`config.mk`:
```
export PLATFORM = sky130hd
export DESIGN_NAME = axi_ar_arbiter
export DESIGN_NICKNAME = d
export VERILOG_FILES = /design/src/rtl/axi_arb_pkg.sv /design/src/rtl/rr_arb2.sv /design/src/rtl/axi_ar_arbiter.sv
export SDC_FILE = /design/constraint.sdc
export NUM_CORES = 1
export LEC_CHECK = 0
export CORE_ASPECT_RATIO = 0.5
export CORE_MARGIN = 1
export CORE_UTILIZATION = 28
export CTS_CLUSTER_DIAMETER = 150
export DETAILED_ROUTE_END_ITERATION = 16
export GPL_ROUTABILITY_DRIVEN = 0
export PLACE_DENSITY = 0.87
export SYNTH_ARGS = -nofsm -noshare
export SYNTH_HDL_FRONTEND = slang
export SYNTH_SLANG_ARGS = --single-unit
```
`constraint.sdc`:
```
create_clock -name clk -period 2.8 [get_ports clk]
set_clock_uncertainty 0.1 [all_clocks]
set_input_delay 0.84 -clock clk [delete_from_list [all_inputs] [get_ports clk]]
set_output_delay 0.84 -clock clk [all_outputs]
set_load 0.02 [all_outputs]
```
`src/rtl/axi_arb_pkg.sv`:
```
// Shared types and constants for the two-master AXI read-address arbiter.
package axi_arb_pkg;

  typedef enum logic [1:0] {
    IDLE = 2'd0,
    ADDR = 2'd1,
    DATA = 2'd2
  } arb_state_t;

  localparam logic M0 = 1'b0;
  localparam logic M1 = 1'b1;

  // Slave-side ID carries the owning master index above the master ID.
  localparam int IDS_BITS = 8;

endpackage

```
`src/rtl/rr_arb2.sv`:
```
// Two-requester round-robin pick: a lone requester wins; on a tie the prio index wins.
module rr_arb2 (
  input  logic [1:0] req,
  input  logic       prio,
  output logic       gnt_idx,
  output logic       gnt_valid
);

  always_comb begin
    gnt_valid = |req;
    gnt_idx   = prio;
    if (req == 2'b01) begin
      gnt_idx = 1'b0;
    end else if (req == 2'b10) begin
      gnt_idx = 1'b1;
    end
  end

endmodule

```
`src/rtl/axi_ar_arbiter.sv`:
```
// Shares one AR/R slave path between two masters; the grant is held from AR
// acceptance until the RLAST beat handshakes, so only one read is ever in flight.
module axi_ar_arbiter
  import axi_arb_pkg::*;
#(
  parameter logic RR_INIT   = 1'b0,
  parameter int   ID_BITS   = 4,
  parameter int   ADDR_BITS = 32,
  parameter int   LEN_BITS  = 4
) (
  input  logic                 clk,
  input  logic                 rst,
  input  logic [ID_BITS-1:0]   ARID_M0,
  input  logic [ADDR_BITS-1:0] ARADDR_M0,
  input  logic [LEN_BITS-1:0]  ARLEN_M0,
  input  logic [2:0]           ARSIZE_M0,
  input  logic [1:0]           ARBURST_M0,
  input  logic                 ARVALID_M0,
  output logic                 ARREADY_M0,
  input  logic [ID_BITS-1:0]   ARID_M1,
  input  logic [ADDR_BITS-1:0] ARADDR_M1,
  input  logic [LEN_BITS-1:0]  ARLEN_M1,
  input  logic [2:0]           ARSIZE_M1,
  input  logic [1:0]           ARBURST_M1,
  input  logic                 ARVALID_M1,
  output logic                 ARREADY_M1,
  output logic [IDS_BITS-1:0]  ARID_S,
  output logic [ADDR_BITS-1:0] ARADDR_S,
  output logic [LEN_BITS-1:0]  ARLEN_S,
  output logic [2:0]           ARSIZE_S,
  output logic [1:0]           ARBURST_S,
  output logic                 ARVALID_S,
  input  logic                 ARREADY_S,
  input  logic [IDS_BITS-1:0]  RID_S,
  input  logic                 RLAST_S,
  input  logic                 RVALID_S,
  output logic                 RREADY_S,
  output logic [ID_BITS-1:0]   RID_M0,
  output logic                 RVALID_M0,
  input  logic                 RREADY_M0,
  output logic [ID_BITS-1:0]   RID_M1,
  output logic                 RVALID_M1,
  input  logic                 RREADY_M1,
  output logic                 len_err,
  output arb_state_t           fsm_state
);

  // Handshake rule on every channel: a transfer happens in a cycle where both
  // VALID and READY are high; VALID never waits on READY.

  arb_state_t                      state, state_next;
  logic                            owner;
  logic                            prio;
  logic [LEN_BITS-1:0]             beat_cnt;
  logic [LEN_BITS-1:0]             exp_len;
  logic                            len_err_next;

  logic                            gnt_idx;
  logic                            gnt_valid;
  logic [IDS_BITS-ID_BITS-1:0]     owner_ext;
  logic [ID_BITS-1:0]              arid_sel;
  logic                            arvalid_sel;
  logic                            rready_sel;
  logic                            ar_hs;
  logic                            r_hs;

  rr_arb2 u_rr_arb2 (
    .req       ({ARVALID_M1, ARVALID_M0}),
    .prio      (prio),
    .gnt_idx   (gnt_idx),
    .gnt_valid (gnt_valid)
  );

  assign owner_ext   = {{(IDS_BITS-ID_BITS-1){1'b0}}, owner};
  assign arid_sel    = (owner == M1) ? ARID_M1    : ARID_M0;
  assign arvalid_sel = (owner == M1) ? ARVALID_M1 : ARVALID_M0;
  assign rready_sel  = (owner == M1) ? RREADY_M1  : RREADY_M0;

  assign ar_hs = (state == ADDR) && arvalid_sel && ARREADY_S;
  assign r_hs  = (state == DATA) && RVALID_S && rready_sel;

  assign fsm_state = state;

  // Field muxes follow the registered owner only, never the live request lines.
  assign ARID_S    = {owner_ext, arid_sel};
  assign ARADDR_S  = (owner == M1) ? ARADDR_M1  : ARADDR_M0;
  assign ARLEN_S   = (owner == M1) ? ARLEN_M1   : ARLEN_M0;
  assign ARSIZE_S  = (owner == M1) ? ARSIZE_M1  : ARSIZE_M0;
  assign ARBURST_S = (owner == M1) ? ARBURST_M1 : ARBURST_M0;
  assign RID_M0    = RID_S[ID_BITS-1:0];
  assign RID_M1    = RID_S[ID_BITS-1:0];

  always_comb begin
    state_next = state;
    case (state)
      IDLE:    if (gnt_valid) state_next = ADDR;
      ADDR:    if (ar_hs) state_next = DATA;
      DATA:    if (r_hs && RLAST_S) state_next = IDLE;
      default: state_next = IDLE;
    endcase
  end

  always_comb begin
    ARVALID_S  = 1'b0;
    ARREADY_M0 = 1'b0;
    ARREADY_M1 = 1'b0;
    RREADY_S   = 1'b0;
    RVALID_M0  = 1'b0;
    RVALID_M1  = 1'b0;
    case (state)
      ADDR: begin
        ARVALID_S  = arvalid_sel;
        ARREADY_M0 = (owner == M0) && ARREADY_S;
        ARREADY_M1 = (owner == M1) && ARREADY_S;
      end
      DATA: begin
        RREADY_S  = rready_sel;
        RVALID_M0 = (owner == M0) && RVALID_S;
        RVALID_M1 = (owner == M1) && RVALID_S;
      end
      default: ;
    endcase
  end

  // The last beat must land exactly on the latched ARLEN; a foreign RID is
  // flagged on any beat but the beat is still delivered to the owner.
  assign len_err_next = r_hs && ((RLAST_S && (beat_cnt != exp_len)) ||
                                 (RID_S[IDS_BITS-1:ID_BITS] != owner_ext));

  always_ff @(posedge clk or posedge rst) begin
    if (rst) begin
      state    <= IDLE;
      owner    <= M0;
      prio     <= RR_INIT;
      beat_cnt <= '0;
      exp_len  <= '0;
      len_err  <= 1'b0;
    end else begin
      state   <= state_next;
      len_err <= len_err_next;
      case (state)
        IDLE: if (gnt_valid) owner <= gnt_idx;
        ADDR: begin
          if (ar_hs) begin
            exp_len  <= ARLEN_S;
            beat_cnt <= '0;
            prio     <= ~owner;
          end
        end
        DATA: if (r_hs) beat_cnt <= beat_cnt + LEN_BITS'(1);
        default: ;
      endcase
    end
  end

endmodule

```
# Word-level counts from Yosys, hierarchy flattened
# Index checks and enable logic that the tools add are counted.
dict set report totals {
  register_bits 13
  input_bits 107
  out_inout_bits 66
  elab_cells 59
}
dict set report classes {
  n_addsub 1
  eq_ne 10
  n_mux 22
  bitwise 1
  n_reduce_logical 19
}
# cell n
set op_table {}
lappend op_table {{$mux 32} 1}
lappend op_table {{$mux 4} 4}
lappend op_table {{$logic_and 1x1->1} 11}
lappend op_table {{$mux 1} 10}
lappend op_table {{$mux 2} 4}
lappend op_table {{$pmux 4 s2} 1}
lappend op_table {{$ne 2x2->1 const B} 3}
lappend op_table {{$pmux 2 s3} 1}
lappend op_table {{$reduce_and 3->1} 2}
lappend op_table {{$add 4x1->4 const B} 1}
lappend op_table {{$eq 2x1->1 const B} 2}
lappend op_table {{$eq 2x2->1 const B} 2}
lappend op_table {{$ne 4x1->1} 1}
lappend op_table {{$ne 4x4->1} 1}
lappend op_table {{$reduce_and 2->1} 2}
lappend op_table {{$mux 3} 1}
lappend op_table {{$logic_not 2->1} 1}
lappend op_table {{$ne 2x1->1 const B} 1}
lappend op_table {{$reduce_bool 2->1} 1}
lappend op_table {{$reduce_or 2->1} 1}
lappend op_table {{$logic_or 1x1->1} 1}
lappend op_table {{$not 1->1} 1}

# Logic depth before layout (Yosys ltp)
dict set report depth {
  ltp_word 6
  depth_mapped 6
  ltp_nobuf 4
}

# By module
# Synthesis repeated with hierarchy kept, for this count alone.
dict set report hier_totals {
  cells_unflattened 137
  area_unflattened_um2 1431.4
}
# module instances cells_each area_per_inst_um2 seq_area_each_um2
set by_module_without_submodules {}
lappend by_module_without_submodules {axi_ar_arbiter 1 134 1410.1 325.3}
lappend by_module_without_submodules {rr_arb2 1 3 21.3 0.0}

# Least setup slack after synthesis
# No wires, ideal clock.
dict set report synth_timing {
  path_kind {reg-to-output}
  startpoint {reg owner}
  endpoint {out ARADDR_S[0]}
  arrival_ps 1302
  required_ps 1860
  setup_slack_ps 558
  path_stages_with_launch 5
  n_path_buf 3
  cell_sequence {dfrtp_1 > buf_4 > buf_2 > buf_2 > mux2_2}
}
dict set report synth_between {
  elab_chain_cells 1
}
# item line
set synth_rtl {}
lappend synth_rtl {{from (decl)} axi_ar_arbiter.sv:52} ;# logic owner;
lappend synth_rtl {{from (signal assigned)} axi_ar_arbiter.sv:142} ;# IDLE: if (gnt_valid) owner <= gnt_idx;
lappend synth_rtl {{$mux 32} axi_ar_arbiter.sv:86} ;# assign ARADDR_S = (owner == M1) ? ARADDR_M1 : ARADDR_M0;
lappend synth_rtl {{to (decl)} axi_ar_arbiter.sv:28} ;# output logic [ADDR_BITS-1:0] ARADDR_S,
# Every way passes these cells.

# Final worst setup path
dict set report layout_timing {
  startpoint {in ARADDR_M1[23]}
  endpoint {out ARADDR_S[23]}
}
dict set report layout_between {
  elab_chain_cells 1
}
# item line
set layout_rtl {}
lappend layout_rtl {{from (decl)} axi_ar_arbiter.sv:21} ;# input logic [ADDR_BITS-1:0] ARADDR_M1,
lappend layout_rtl {{$mux 32} axi_ar_arbiter.sv:86}
# Every way passes these cells.

==> flow_summary_export.csv <==
group,metric,value,unit
setup_path,crit_fanout,1,
power,p_sw,0.920,mW
setup_path,cp-start-kind,"input pin",
drt,met3_length,318,µm
clock_network,cts-root-buf,"clkbuf_8",
sta,setup_violations,0,
sta,fin_ws,0.000956,ns
drt,route.detailed.drc,0,
sta,tns,0,ns
global_route,grt_first_pass_wirelength,8.93,mm
setup_path,slowest_delay,0.42,ns
setup_path,path_class,"in2out",
die,fp.dieH,51.1,µm
drt,vias_per_cell,4.52,
setup_path,worst_r2r_startpoint,"owner$_DFFE_PP0P_",
drt,vias,1604,
yosys,synth_area,1350,µm²
yosys,synth_ff_type,"dfrtp_1",
global_route,antenna_found_initial,0,
yosys,yosys_warnings,0,
placement,placed_cell_area,2980,µm²
global_route,grt_overflow,0,
yosys,avgSynthCellArea,10.1,µm²
yosys,ys_ff_latch,13,
clock_network,cts.sinks,13,
power,internal_power,1.17,mW
drt,routed_wl,5.77,mm
global_route,grt_max_degree,38,
yosys,syn_inst,134,
drt,drt_iter0_drc,66,
sta,hold_viol,0,
clock_network,cts_tree,"yes",
job,max-cap-violations,0,
die,start_util,29.9,%
layout,design_area,2950,µm²
setup_path,crit_family,"buffers and inverters",
layout,drive_above_1_share,26.0,%
setup_path,required,1.86,ns
min_path,min_to,"beat_cnt[3]$_DFFE_PP0P_",
layout,fillerInstances,395,
setup_path,r2r_slack,0.92,ns
setup_path,crit_path_end_kind,"primary output",
drt,met2_length,3.14,mm
clock_network,worst_skew_pair.late_latency,0.25,ns
sta,timing.hold.ws,0.427,ns
setup_path,crit_path_top_delay_cell,"clkdlybuf4s50_1",
die,num_io_pins,173,
yosys,ys_types,32,
setup_path,worstPathCellList,"clkdlybuf4s50_1 -> mux2_2 -> dlygate4sd2_1",
min_path,hp-class,"reg2reg",
power,power,2.09,mW
sta,worst_pin_slew,0.509,ns
die,dieArea,5120,µm²
layout,final_common_cell,"clkdlybuf4s50_1",
power,swShare,44.1,%
drt,drt_first_pass_iters,4,
yosys,ys_seq_area_share,24.1,%
global_route,first_global_vias,1705,
min_path,hold_depth,1,
clock_network,post_cts_buffers,0,
min_path,hp-start,"beat_cnt[3]$_DFFE_PP0P_",
drt,routed.top_layer,"met4",
layout,diodes,0,
power,leakage,1.28,nW
clock_network,cts_max_path_buffers,2,
global_route,grt_usage,22.9,%
power,pwr-share-clk,8.4,%
setup_path,crit_arrival,1.86,ns
yosys,synth-edff-count,0,
sta,drv_slew,0,
setup_path,worstReg2RegEnd,"beat_cnt[1]$_DFFE_PP0P_",
placement,portBuffers,157,
placement,post-place-ws,-0.307,ns
layout,mostFrequentLayoutCells,"106 x clkdlybuf4s50_1, 49 x mux2_2, 33 x dlygate4sd2_1",
clock_network,htreeDepth,1,
power,pwr-share-comb,75.6,%
layout,multi_input_area,885,µm²
drt,wire_per_inst,16.2,µm
sta,period_share,100,%
drt,ant_nets,0,
yosys,async_flop_share,100,%
die,rows,17,
sta,max_freq,0.357,GHz
power,ir_worst_vdd,321,µV
clock_network,postCtsHoldBufs,0,
setup_path,reg2reg_depth,6,
die,dieWidth,100,µm
power,p_per_area,707,nW/µm²
placement,dp_hpwl,4.88,mm
sta,rsz0062_at_grt,"no",
outcome,status,"complete, no violations",
layout,area_growth,119,%
die,coreArea,4510,µm²
sta,fin_crit,2.80,ns
sta,slew_headroom,66.1,%
drt,met1_length,2.21,mm
layout,layout.nets,398,
setup_path,critPathBufInv,2,
clock_network,cts_buffers,3,
power,seqPwrFrac,16.0,%
layout,regArea,327,µm²
clock_network,clk_pin_slew_worst_paths,0.06,ns
[metal layers]
metal	GRT usage [%]	vias to the layer above
met5	0	-
met4	8.94	0
met3	6.84	14
met2	42.0	40
met1	25.2	774
li1	-	776
[sequential cells by signal, indices dropped and copies added, names as in the netlist]
register / cells
len_err: 1
fsm_state: 2
owner: 1
prio: 1
beat_cnt: 4
exp_len: 4
[synthesized netlist by cell type (all sizes together), types with 2 or more instances]
master | instances | area (µm²)
a21oi | 5 | 25.0
nand2 | 2 | 7.51
dfrtp | 13 | 325
nor2 | 10 | 37.5
o22ai | 2 | 12.5
nor3b | 2 | 15.0
a31oi | 2 | 12.5
mux2 | 49 | 552
or2 | 2 | 12.5
mux2i | 3 | 33.8
inv | 2 | 7.51
xor2 | 5 | 43.8
buf | 20 | 139
nand3b | 2 | 15.0
nor3 | 2 | 10.0
[area by class of cell]
| type | count | share of cell area, % |
|---|---|---|
| Inverter | 2 | 0.255 |
| Timing Repair Buffer | 169 | 54.3 |
| Multi-Input combinational cell | 101 | 30.0 |
| Tap cell | 66 | 2.80 |
| Clock buffer | 4 | 1.53 |
| Sequential cell | 13 | 11.1 |
[power by group through the flow]
stage	logic (mW)	clock network, mW	registers (mW)
after floorplan	1.01	0	0.317
after global placement	1.71	0	0.330
after detailed placement	1.74	0	0.335
after CTS	1.59	0.177	0.332
after global routing	1.67	0.189	0.345
final	1.58	0.175	0.334
[per-stage QoR]
step           cells  utilization, %
3_5_place_dp     351            66.0
3_3_place_gp     351            66.0
2_1_floorplan    136               -
4_1_cts          355            65.8
5_1_grt          355            65.4
6_report         355            65.4
[worst register-to-register path: cells and delay by family, from the launching register on]
kind | cells | cell delay [ns]
DFF | 1 | 0.42
and+or+nand+nor | 2 | 0.49
buffers and inverters | 2 | 0.35
muxes | 1 | 0.17
AOI/OAI and AO/OA | 1 | 0.23
[kinds of logic after synthesis]
group | count (synthesis) | synth area share, %
other | 1 | 0.278
buffers and inverters | 22 | 10.9
adder cells (fa/ha/maj) | 1 | 0.927
flip-flops | 13 | 24.1
AO/OA/AOI/OAI | 15 | 7.24
multiplexers | 52 | 43.4
XOR/XNOR | 5 | 3.25
AND/OR/NAND/NOR | 25 | 9.93
[timing repair]
action                                  4_1_cts  5_1_grt
endpoints found under the setup margin       51       16
gates resized for setup                      59       18
pin swaps                                     0        0
endpoints found under the hold margin         0        0
[how the worst max path moves through the flow]
stage                                  from            to  slack, ns  cells past startpoint
final                         ARADDR_M1[23]  ARADDR_S[23]      0.001                      3
after global routing           ARADDR_M1[7]   ARADDR_S[7]     0.0004                      3
after CTS                        ARID_M1[3]     ARID_S[3]      0.009                      3
after detailed placement          ARREADY_S    ARREADY_M1      -0.31                      4
after global placement            ARREADY_S    ARREADY_M1      -0.29                      4
after floorplan           owner$_DFFE_PP0P_   ARADDR_S[0]       0.56                      4
Note: power is estimated with default switching activity, not from simulation.
